==> src/rtl/moore_seq_pkg.sv <==
// Shared types and defaults for the Moore sequence-detector stimulus family.
package moore_seq_pkg;

    localparam int DEF_PAT_W = 4;
    localparam int DEF_CNT_W = 4;
    localparam int DEF_GAP_W = 3;

    localparam logic [DEF_PAT_W-1:0] DEFAULT_PAT = 4'b1010;

    typedef enum logic [1:0] {
        IDLE  = 2'd0,
        SHIFT = 2'd1,
        GAP   = 2'd2,
        DONE  = 2'd3
    } state_t;

endpackage

==> src/rtl/seq_piso.sv <==
// Parallel-load pattern register with a descending bit index; presents the
// indexed bit and flags when the index has reached bit 0.
module seq_piso #(
    parameter int               PAT_W       = 4,
    parameter logic [PAT_W-1:0] DEFAULT_PAT = 4'b1010
) (
    input  logic             clk,
    input  logic             rst,
    input  logic             load,
    input  logic             restart,
    input  logic             advance,
    input  logic [PAT_W-1:0] pat,
    output logic             data,
    output logic             last
);

    localparam int IDX_W = (PAT_W > 1) ? $clog2(PAT_W) : 1;
    localparam logic [IDX_W-1:0] IDX_TOP = IDX_W'(PAT_W - 1);

    logic [PAT_W-1:0] pat_reg;
    logic [PAT_W-1:0] pat_next;
    logic [IDX_W-1:0] idx_reg;
    logic [IDX_W-1:0] idx_next;
    logic [PAT_W-1:0] bit_hit;

    always_comb begin
        pat_next = pat_reg;
        idx_next = idx_reg;
        if (load) begin
            pat_next = pat;
        end
        if (load || restart) begin
            idx_next = IDX_TOP;
        end else if (advance) begin
            idx_next = idx_reg - IDX_W'(1);
        end
    end

    always_ff @(posedge clk) begin
        if (rst) begin
            pat_reg <= DEFAULT_PAT;
            idx_reg <= '0;
        end else begin
            pat_reg <= pat_next;
            idx_reg <= idx_next;
        end
    end

    // One-hot select keeps the mux a flat AND-OR tree.
    generate
        for (genvar gi = 0; gi < PAT_W; gi++) begin : g_mux
            assign bit_hit[gi] = pat_reg[gi] & (idx_reg == IDX_W'(gi));
        end
    endgenerate

    assign data = |bit_hit;
    assign last = (idx_reg == '0);

endmodule

==> src/rtl/moore_1010_seq_gen.sv <==
// Serial pattern transmitter: sends a captured pattern MSB first, reps times,
// with an optional idle gap between repetitions.
module moore_1010_seq_gen #(
    parameter int               PAT_W       = moore_seq_pkg::DEF_PAT_W,
    parameter int               CNT_W       = moore_seq_pkg::DEF_CNT_W,
    parameter int               GAP_W       = moore_seq_pkg::DEF_GAP_W,
    parameter logic [PAT_W-1:0] DEFAULT_PAT = moore_seq_pkg::DEFAULT_PAT
) (
    input  logic             clk,
    input  logic             rst,
    input  logic             start,
    input  logic [PAT_W-1:0] pattern,
    input  logic [CNT_W-1:0] reps,
    input  logic [GAP_W-1:0] gap,
    input  logic             abort,
    output logic             out,
    output logic             out_valid,
    output logic             busy,
    output logic             done
);

    import moore_seq_pkg::*;

    state_t           state_reg,   state_next;
    logic [CNT_W-1:0] rep_reg,     rep_next;
    logic [GAP_W-1:0] gap_reg,     gap_next;
    logic [GAP_W-1:0] gap_cnt_reg, gap_cnt_next;

    logic piso_load;
    logic piso_restart;
    logic piso_advance;
    logic piso_data;
    logic piso_last;

    seq_piso #(
        .PAT_W       (PAT_W),
        .DEFAULT_PAT (DEFAULT_PAT)
    ) u_piso (
        .clk     (clk),
        .rst     (rst),
        .load    (piso_load),
        .restart (piso_restart),
        .advance (piso_advance),
        .pat     (pattern),
        .data    (piso_data),
        .last    (piso_last)
    );

    always_comb begin
        state_next   = state_reg;
        rep_next     = rep_reg;
        gap_next     = gap_reg;
        gap_cnt_next = gap_cnt_reg;
        piso_load    = 1'b0;
        piso_restart = 1'b0;
        piso_advance = 1'b0;

        unique case (state_reg)
            IDLE, DONE: begin
                if (start && !abort) begin
                    piso_load  = 1'b1;
                    rep_next   = reps;
                    gap_next   = gap;
                    state_next = (reps != '0) ? SHIFT : DONE;
                end else if (state_reg == DONE) begin
                    state_next = IDLE;
                end
            end
            SHIFT: begin
                if (abort) begin
                    state_next = IDLE;
                end else if (piso_last) begin
                    rep_next = rep_reg - CNT_W'(1);
                    if (rep_reg == CNT_W'(1)) begin
                        state_next = DONE;
                    end else if (gap_reg == '0) begin
                        piso_restart = 1'b1;
                    end else begin
                        gap_cnt_next = gap_reg;
                        state_next   = GAP;
                    end
                end else begin
                    piso_advance = 1'b1;
                end
            end
            GAP: begin
                if (abort) begin
                    state_next = IDLE;
                end else if (gap_cnt_reg == GAP_W'(1)) begin
                    piso_restart = 1'b1;
                    state_next   = SHIFT;
                end else begin
                    gap_cnt_next = gap_cnt_reg - GAP_W'(1);
                end
            end
            default: state_next = IDLE;
        endcase
    end

    always_ff @(posedge clk) begin
        if (rst) begin
            state_reg   <= IDLE;
            rep_reg     <= '0;
            gap_reg     <= '0;
            gap_cnt_reg <= '0;
        end else begin
            state_reg   <= state_next;
            rep_reg     <= rep_next;
            gap_reg     <= gap_next;
            gap_cnt_reg <= gap_cnt_next;
        end
    end

    // Outputs depend only on registered state and the registered pattern/index.
    assign out_valid = (state_reg == SHIFT);
    assign out       = out_valid & piso_data;
    assign busy      = (state_reg == SHIFT) || (state_reg == GAP);
    assign done      = (state_reg == DONE);

endmodule

==> config.mk <==
export PLATFORM = sky130hd
export DESIGN_NAME = moore_1010_seq_gen
export DESIGN_NICKNAME = d
export VERILOG_FILES = /design/src/rtl/moore_seq_pkg.sv /design/src/rtl/seq_piso.sv /design/src/rtl/moore_1010_seq_gen.sv
export SDC_FILE = /design/constraint.sdc
export NUM_CORES = 1
export LEC_CHECK = 0
export CAP_MARGIN = 20
export CORE_ASPECT_RATIO = 0.8
export CORE_MARGIN = 4
export CORE_UTILIZATION = 25
export CTS_CLUSTER_DIAMETER = 100
export DETAILED_ROUTE_END_ITERATION = 8
export SLEW_MARGIN = 15
export SYNTH_ARGS = -nofsm -noshare
export SYNTH_HDL_FRONTEND = slang
export SYNTH_SLANG_ARGS = --single-unit
==> constraint.sdc <==
create_clock -name clk -period 5.48 [get_ports clk]
set_input_delay 0.822 -clock clk [delete_from_list [all_inputs] [get_ports clk]]
set_output_delay 0.822 -clock clk [all_outputs]
set_load 0.005 [all_outputs]
==> summary by stage, run 1 <==
Timing
For the finished layout, the period the worst path requires is about 2.9 ns. For this run, the top clock speed supported by timing is around 0.35 GHz. For the pin with the worst max-slew slack, the measured transition is approximately 0.84 ns. Adding up every negative setup slack in the final design gives 0 ns. The final setup violation count is 0. The headroom to the max-slew limit is 43.9%.

The final critical path takes up approximately 52% of the cycle. On the final layout, the worst clock skew is 0.00198 ns. The worst hold slack is between 0.4 and 0.5 ns. The count of final hold-check violations is 0. The number of max-slew violations in the final report is 0. Setup repair after global routing left no endpoint under its margin.

Synthesis
In the synthesized netlist the async set-or-reset flop fraction comes to 0%. Synthesis produced a netlist whose cell count is approximately 150. The count of yosys warnings during synthesis is 0. Counting every net in the synthesized netlist gives 179. In this run, synthesis produced a sequential element count of 18. The sequential element share of the synthesized area is between 20 and 30%.

The synthesized netlist occupies a cell area of between 1000 and 1500 sq um. The leading register cell type out of synthesis is dfxtp_1. In the post-synthesis netlist, the biggest area contributors are dfxtp_1, ha_1, a21oi_1. The largest total area in the synthesized netlist belongs to dfxtp_1. The netlist uses 42 different library cells. The synthesized design contains 0 enable-type register cells.

The synthesized area divided by synthesized cell count is ~8.0 sq um. The share of the synthesized area in the top cell type is about 29%.

CTS
In this run, CTS created clock tree buffers numbering 3. The cell chosen for the clock root is clkbuf_8. The CTS tree is built.

The number of gates resized after CTS was 0. The number of sinks driven by the clock tree is 18. The number of setup buffers added after CTS is 0. CTS built an H-tree with a depth of 1. The number of hold-repair buffers added at the cts stage is 0. The clock slew at the register clock pins of the worst setup and hold paths is roughly 0.070 ns. Counting along the longest clock path gives a buffer depth of 2.

Clock latency on the worst-skew pair, taken at its later pin, is approximately 0.26 ns.

Job
The total of max-cap violations is 0.

Global routing
Global routing used 9.74% of the available tracks across all layers. The first global-routing pass estimated ~4800 um of wire. After global routing the overflow that remains totals 0.

Global routing used 14.5% of the available met2 tracks. The via count of the first global-routing pass was between 1k and 1.5k. Global routing consumed, on the met3 layer, under 10% of the routing resources. The met1 capacity usage during global routing is roughly an eighth. The largest net degree at the start of global routing is 22.

The layer with the highest usage is met2. The number of antenna violations at the first check in global routing is 0.

Final layout
The final instance count without filler cells is around 230. The fill cell instance count of the final layout is between 400 and 500. The number of diodes added for antenna fixing is 0. In the final design database the tool counted approximately 190 nets. The share of post-route cells with drive strength above 1 is approximately 6.6%. At the end of the flow the core is filled with cells to 32.3%. The synthesis-to-finish area growth is 22.8%.

Min path
For hold timing, the worst endpoint is u_piso.pat_reg[2]. The worst hold-check path type is flop to flop. In this run the most critical hold path is launched from u_piso.pat_reg[2]. The worst hold path was traced through 2 stages.

Critical path
The data required time at the worst endpoint is between 4 and 5 ns. The kind of cell with the highest combined delay along the critical path is buffers and inverters. The most critical setup path has its startpoint at state_reg[1]. Measured in cells, the most critical reg-to-reg path has a length of 6. In this run the worst path has a maximum fanout of 21.

At the worst endpoint, the arrival time is 2.04 ns. The endpoint of the lowest-slack register-to-register path is gap_cnt_reg[0]. The total buffers and inverters traversed by the critical path is 2.

The critical path startpoint category is a flop. The startpoint identified for the worst register-to-register timing path is state_reg[1]. The category of the most critical setup path is flop to primary output. In this run the register-to-register setup slack is between 3 and 4 ns. The critical path's slowest cell is ha_1. The critical path endpoint category is a primary output. The signal on the critical path passes through inv_1 > ha_1 > a21boi_0 > clkdlybuf4s50_1.

The largest single stage delay on the critical path is ~0.57 ns.

Routing
The detailed router placed 1134 vias in this run. The ratio of routed vias to standard cells is 5.00. The post-route antenna net violation count is 0. The count of unresolved DRC violations after routing is 0. The length of the first detailed-routing pass in iterations is 4. The total wire length is 2870 um. The routed wire length per instance is between 10 and 15 um. The initial DRC count is between 50 and 60.

Place
Routability-driven placement finished with a final weighted congestion of roughly 0.80. In this run, placement finished with an instance count of 223. The count of buffers added on input and output ports is 18. The post-DP HPWL is 2110 um.

Power and ir drop
The total power per unit cell area is between 400 and 500 nW/um^2. Across the VDD grid, the largest voltage drop is between 0.15 and 0.2 mV. The leakage power total is approximately 0.53 nW.

Die
Once the floorplan was initialized, standard cells occupied between 20% and 30% of the core. The I/O pin total is 19. Measured along the y axis, the die boundary spans roughly 71 um. The placeable core region is about 4700 sq um. The die is 86.2 um wide. The initialized floorplan defines 22 standard-cell rows. The floorplan step defined a die boundary enclosing slightly above 6000 sq um.

Run status
The flow ran to the end, and the final reports show no timing, DRC or antenna violations.
-- worst max path at each step --
stage	end	slack, ns	cells after the start
2_1_floorplan	out	3.43	5
3_3_place_gp	u_piso.pat_reg[2]	2.59	5
3_5_place_dp	u_piso.pat_reg[0]	2.60	5
4_1_cts	out	2.59	4
5_1_grt	out	2.46	4
6_report	out	2.62	4
-- routing by layer --
layer	wire length (um)	share of wire, %
met1	1450	50
met4	36	1.3
met2	1230	43
met5	0	0
met3	154	5.4
-- cells by family (layout without fill, tap and decap cells) --
group / after synthesis / after routing / share of synthesized area (%)
AO/OA/AOI/OAI: 43 / 43 / 23.2
adder cells (fa/ha/maj): 11 / 11 / 11.3
buffers and inverters: 21 / 35 / 6.55
flip-flops: 18 / 18 / 29.5
multiplexers: 2 / 2 / 1.64
AND/OR/NAND/NOR: 58 / 58 / 27.8
-- layout make-up --
cell class / instances / area [sq um] / area share (%)
Timing Repair Buffer: 18 / 180 / 12.0
Tap cell: 60 / 75.1 / 5.00
Inverter: 13 / 48.8 / 3.25
Clock buffer: 4 / 55.1 / 3.67
Sequential cell: 18 / 360 / 24.0
Multi-Input combinational cell: 114 / 782 / 52.1
-- placed cells by master, fill, tap and decap left out, drive strengths merged, types with 2 or more instances in the layout --
master / count
nand3b: 4
o21ai: 7
nand3: 9
a21oi: 14
a211oi: 4
ha: 11
nor4: 3
mux2i: 2
nor2: 4
inv: 13
a22oi: 3
nor2b: 5
a2111oi: 2
or4: 4
nand2b: 4
clkbuf: 4
nor3: 4
nand2: 13
clkdlybuf4s50: 18
dfxtp: 18
-- tightest hold or removal path: stages (launching register included) --
cell and delay [ns]:
dfxtp_1 0.31, nand2_1 0.05, a21oi_1 0.05
-- power by group --
part	internal (W)	switching [W]	total, W	leakage [nW]
registers	0.000163	0.0000303	0.000193	0.147
logic	0.000146	0.000177	0.000323	0.358
clock network	0.0000639	0.0000465	0.000110	0.0288
total	0.000373	0.000254	0.000627	0.534
-- synth_stat cells, types with 2 or more instances --
cell type / count
or4_1: 4
nor3_1: 4
dfxtp_1: 18
inv_1: 13
nor2_1: 4
nand2_1: 13
a21oi_1: 14
clkbuf_1: 7
a22oi_1: 3
ha_1: 11
mux2i_1: 2
nor2b_1: 5
a211oi_1: 4
a2111oi_0: 2
o21ai_0: 7
nand3_1: 9
nand2b_1: 4
nand3b_1: 4
nor4_1: 2
-- stage by stage --
step / worst slack (ns) / cell area, sq um / total power, W
after global placement: 2.59 / 1450 / 0.000520
after detailed placement: 2.60 / 1450 / 0.000520
final: 2.62 / 1500 / 0.000627
after floorplan: 3.43 / 1220 / 0.000432
after global routing: 2.46 / 1500 / 0.000682
after CTS: 2.59 / 1500 / 0.000634
No activity file was read; power rests on OpenSTA's default activity.
==> run 2: changes to the inputs <==
clock period = 2.4 ns   (was 5.48 ns; I/O delays follow)
==> summary by stage, run 2 (synthesized netlist as in run 1, its figures left out) <==
Critical path
The worst register-to-register path begins at state_reg[1]. The arrival time reported for the critical path endpoint is ~1.8 ns. The category of the most critical setup path is flop to primary output. STA puts the critical path data required time at 2.04 ns.

In this run the worst setup path terminates at out. The worst setup path startpoint is state_reg[0]. The critical path startpoint category is a flop.

The worst setup path is captured at a primary output. The highest fanout seen on the critical path is 11. The number of cells on the worst reg-to-reg path is 7. The worst register-to-register path ends at gap_cnt_reg[0]. The worst register-to-register path has a setup slack of roughly 0.37 ns.

Final layout
Once layout is complete, the cells apart from fillers number about 230. The area growth from synthesis to layout is 27.1%. After the last flow step, the layout net total stands at ~200. Cells fill 33.4% of the core in the end. The post-route netlist has around a tenth of its cells at a drive strength greater than 1. The fill cell instance count of the final layout is 495. The number of diodes added for antenna fixing is 0. The top cell types in the final layout, fill and taps aside, are dfxtp_1, clkdlybuf4s50_1, a21oi_1.

Die
The die width is between 80 and 90 um. The effective utilization at floorplan is between 20% and 30%. The full die area is between 6000 and 7000 sq um. The placeable core region is between 4000 and 5000 sq um.

From bottom edge to top edge, the die measures just over 70 um. During I/O placement, the number of pins put on the boundary was 19. The number of cell rows is 22.

CTS
The tree is rooted in a clkbuf_8. In this run the post-CTS setup repair buffer count came out at 0. The H-tree level count is 1.

The clock net in this run drives a total of 18 sinks. Hold repair after CTS inserted 0 buffers. Clock-pin slew was measured on the worst setup and hold paths at 0.07 ns. The clock latency of the later-clocked register in the worst-skew pair is 0.26 ns.

Counting along the longest clock path gives a buffer depth of 2. The CTS tree is built. The number of resized instances in the post-cts repair step is 0. The number of clock buffers inserted by TritonCTS is 3.

Min path
The worst hold-check path type is flop to flop. Along the worst hold path, the cell count comes to 2.

Routing
The post-route antenna net violation count is 0. After detailed routing, the total wire length is roughly 3000 um. The initial DRC count is 37. The first detailed-routing pass took 4 iterations. The routed wire length per instance is 12.8 um.

After detailed routing, the number of vias per cell comes to roughly 4.9. The routed via count is ~1.1k. The count of unresolved DRC violations after routing is 0.

Power and ir drop
For this design the ratio of total power to cell area is roughly 960 nW/um^2. The leakage power total is 0.568 nW. Across the VDD grid, the largest voltage drop is between 0.3 and 0.4 mV.

Place
The HPWL after detailed placement is 2280 um. The congestion estimate from routability-driven global placement came to around 0.76. Before CTS, the worst setup slack after placement is about 0.35 ns. In this run, placement finished with an instance count of between 200 and 250. Buffers placed on the I/O ports in this run total 18.

Timing
The count of final hold-check violations is 0. The shortest clock period the worst path allows after layout is 2.20 ns. The final cycle utilization of the critical path is between 90% and 100%. Setup slack on the critical path of the routed design comes to 0.203 ns. The setup total negative slack is 0 ns.

The upper clock frequency limit is 0.455 GHz. Setup repair after global routing left no endpoint under its margin. On the final layout, the worst clock skew is between 0.002 and 0.0025 ns.

The number of max-slew violations in the final report is 0. For the pin with the worst max-slew slack, the measured transition is about 0.58 ns. Measured against its own limit, the worst slew margin works out to about three fifths. Setup violations remaining at the end of the flow were counted as 0.

Global routing
The combined global-route utilization of all metal layers is a little over a tenth. The number of antenna violations at the first check in global routing is 0. The global route total overflow is 0.

The first global-routing pass estimated around 5200 um of wire. The via count of the first global-routing pass is 1109. Entering global routing, the biggest net connects 15 pins.

Run status
The flow ran to the end, and the final reports show no timing, DRC or antenna violations.

Job
The total of max-cap violations is 0.
-- run 2: cell count changes in the layout (fill, tap and decap cells not counted) --
cell	delta
buf_4	+7
-- run 2: final cells by class --
class	count	area [sq um]	share of cell area, %
multi-input combinational	114	782	50.3
inverter	13	48.8	3.14
tap	60	75.1	4.83
clock buffer	4	55.1	3.54
timing repair buffer	25	233	15.0
sequential	18	360	23.2
-- run 2: how the worst min path moves through the flow --
stage / slack (ns) / from / to
after detailed placement: 0.46 / u_piso.pat_reg[3] / u_piso.pat_reg[3]
after global routing: 0.49 / u_piso.pat_reg[1] / u_piso.pat_reg[1]
after CTS: 0.47 / u_piso.pat_reg[2] / u_piso.pat_reg[2]
final: 0.46 / u_piso.pat_reg[2] / u_piso.pat_reg[2]
after floorplan: 0.44 / u_piso.pat_reg[0] / u_piso.pat_reg[0]
after global placement: 0.45 / u_piso.pat_reg[1] / u_piso.pat_reg[1]
-- run 2: power breakdown --
group | leakage [nW] | switching (W) | internal (W)
Combinational | 0.392 | 0.000421 | 0.000375
Sequential | 0.147 | 0.0000696 | 0.000372
Clock | 0.0288 | 0.000108 | 0.000146
Total | 0.568 | 0.000600 | 0.000892
-- run 2: layer usage --
layer  track usage (%)  vias to the layer above  part of all wire, %
met5                 0                        -                    0
met2              15.6                       24                   40
met1              15.0                      517                   54
li1                  -                      600                    -
met3              3.14                        4                  4.9
met4              2.08                        0                 0.93
-- run 2: through the flow --
step	hold slack [ns]	cell area [sq um]	total power, W
after CTS	0.469	1550	0.00151
after floorplan	0.436	1220	0.000986
after global placement	0.455	1500	0.00124
final	0.464	1550	0.00149
after global routing	0.493	1550	0.00163
after detailed placement	0.457	1500	0.00124
-- run 2: worst max-delay path: stages, from the launching register on --
cell             delay (ns)
dfxtp_1                0.38
ha_1                   0.39
a21boi_0               0.27
clkdlybuf4s50_1        0.54
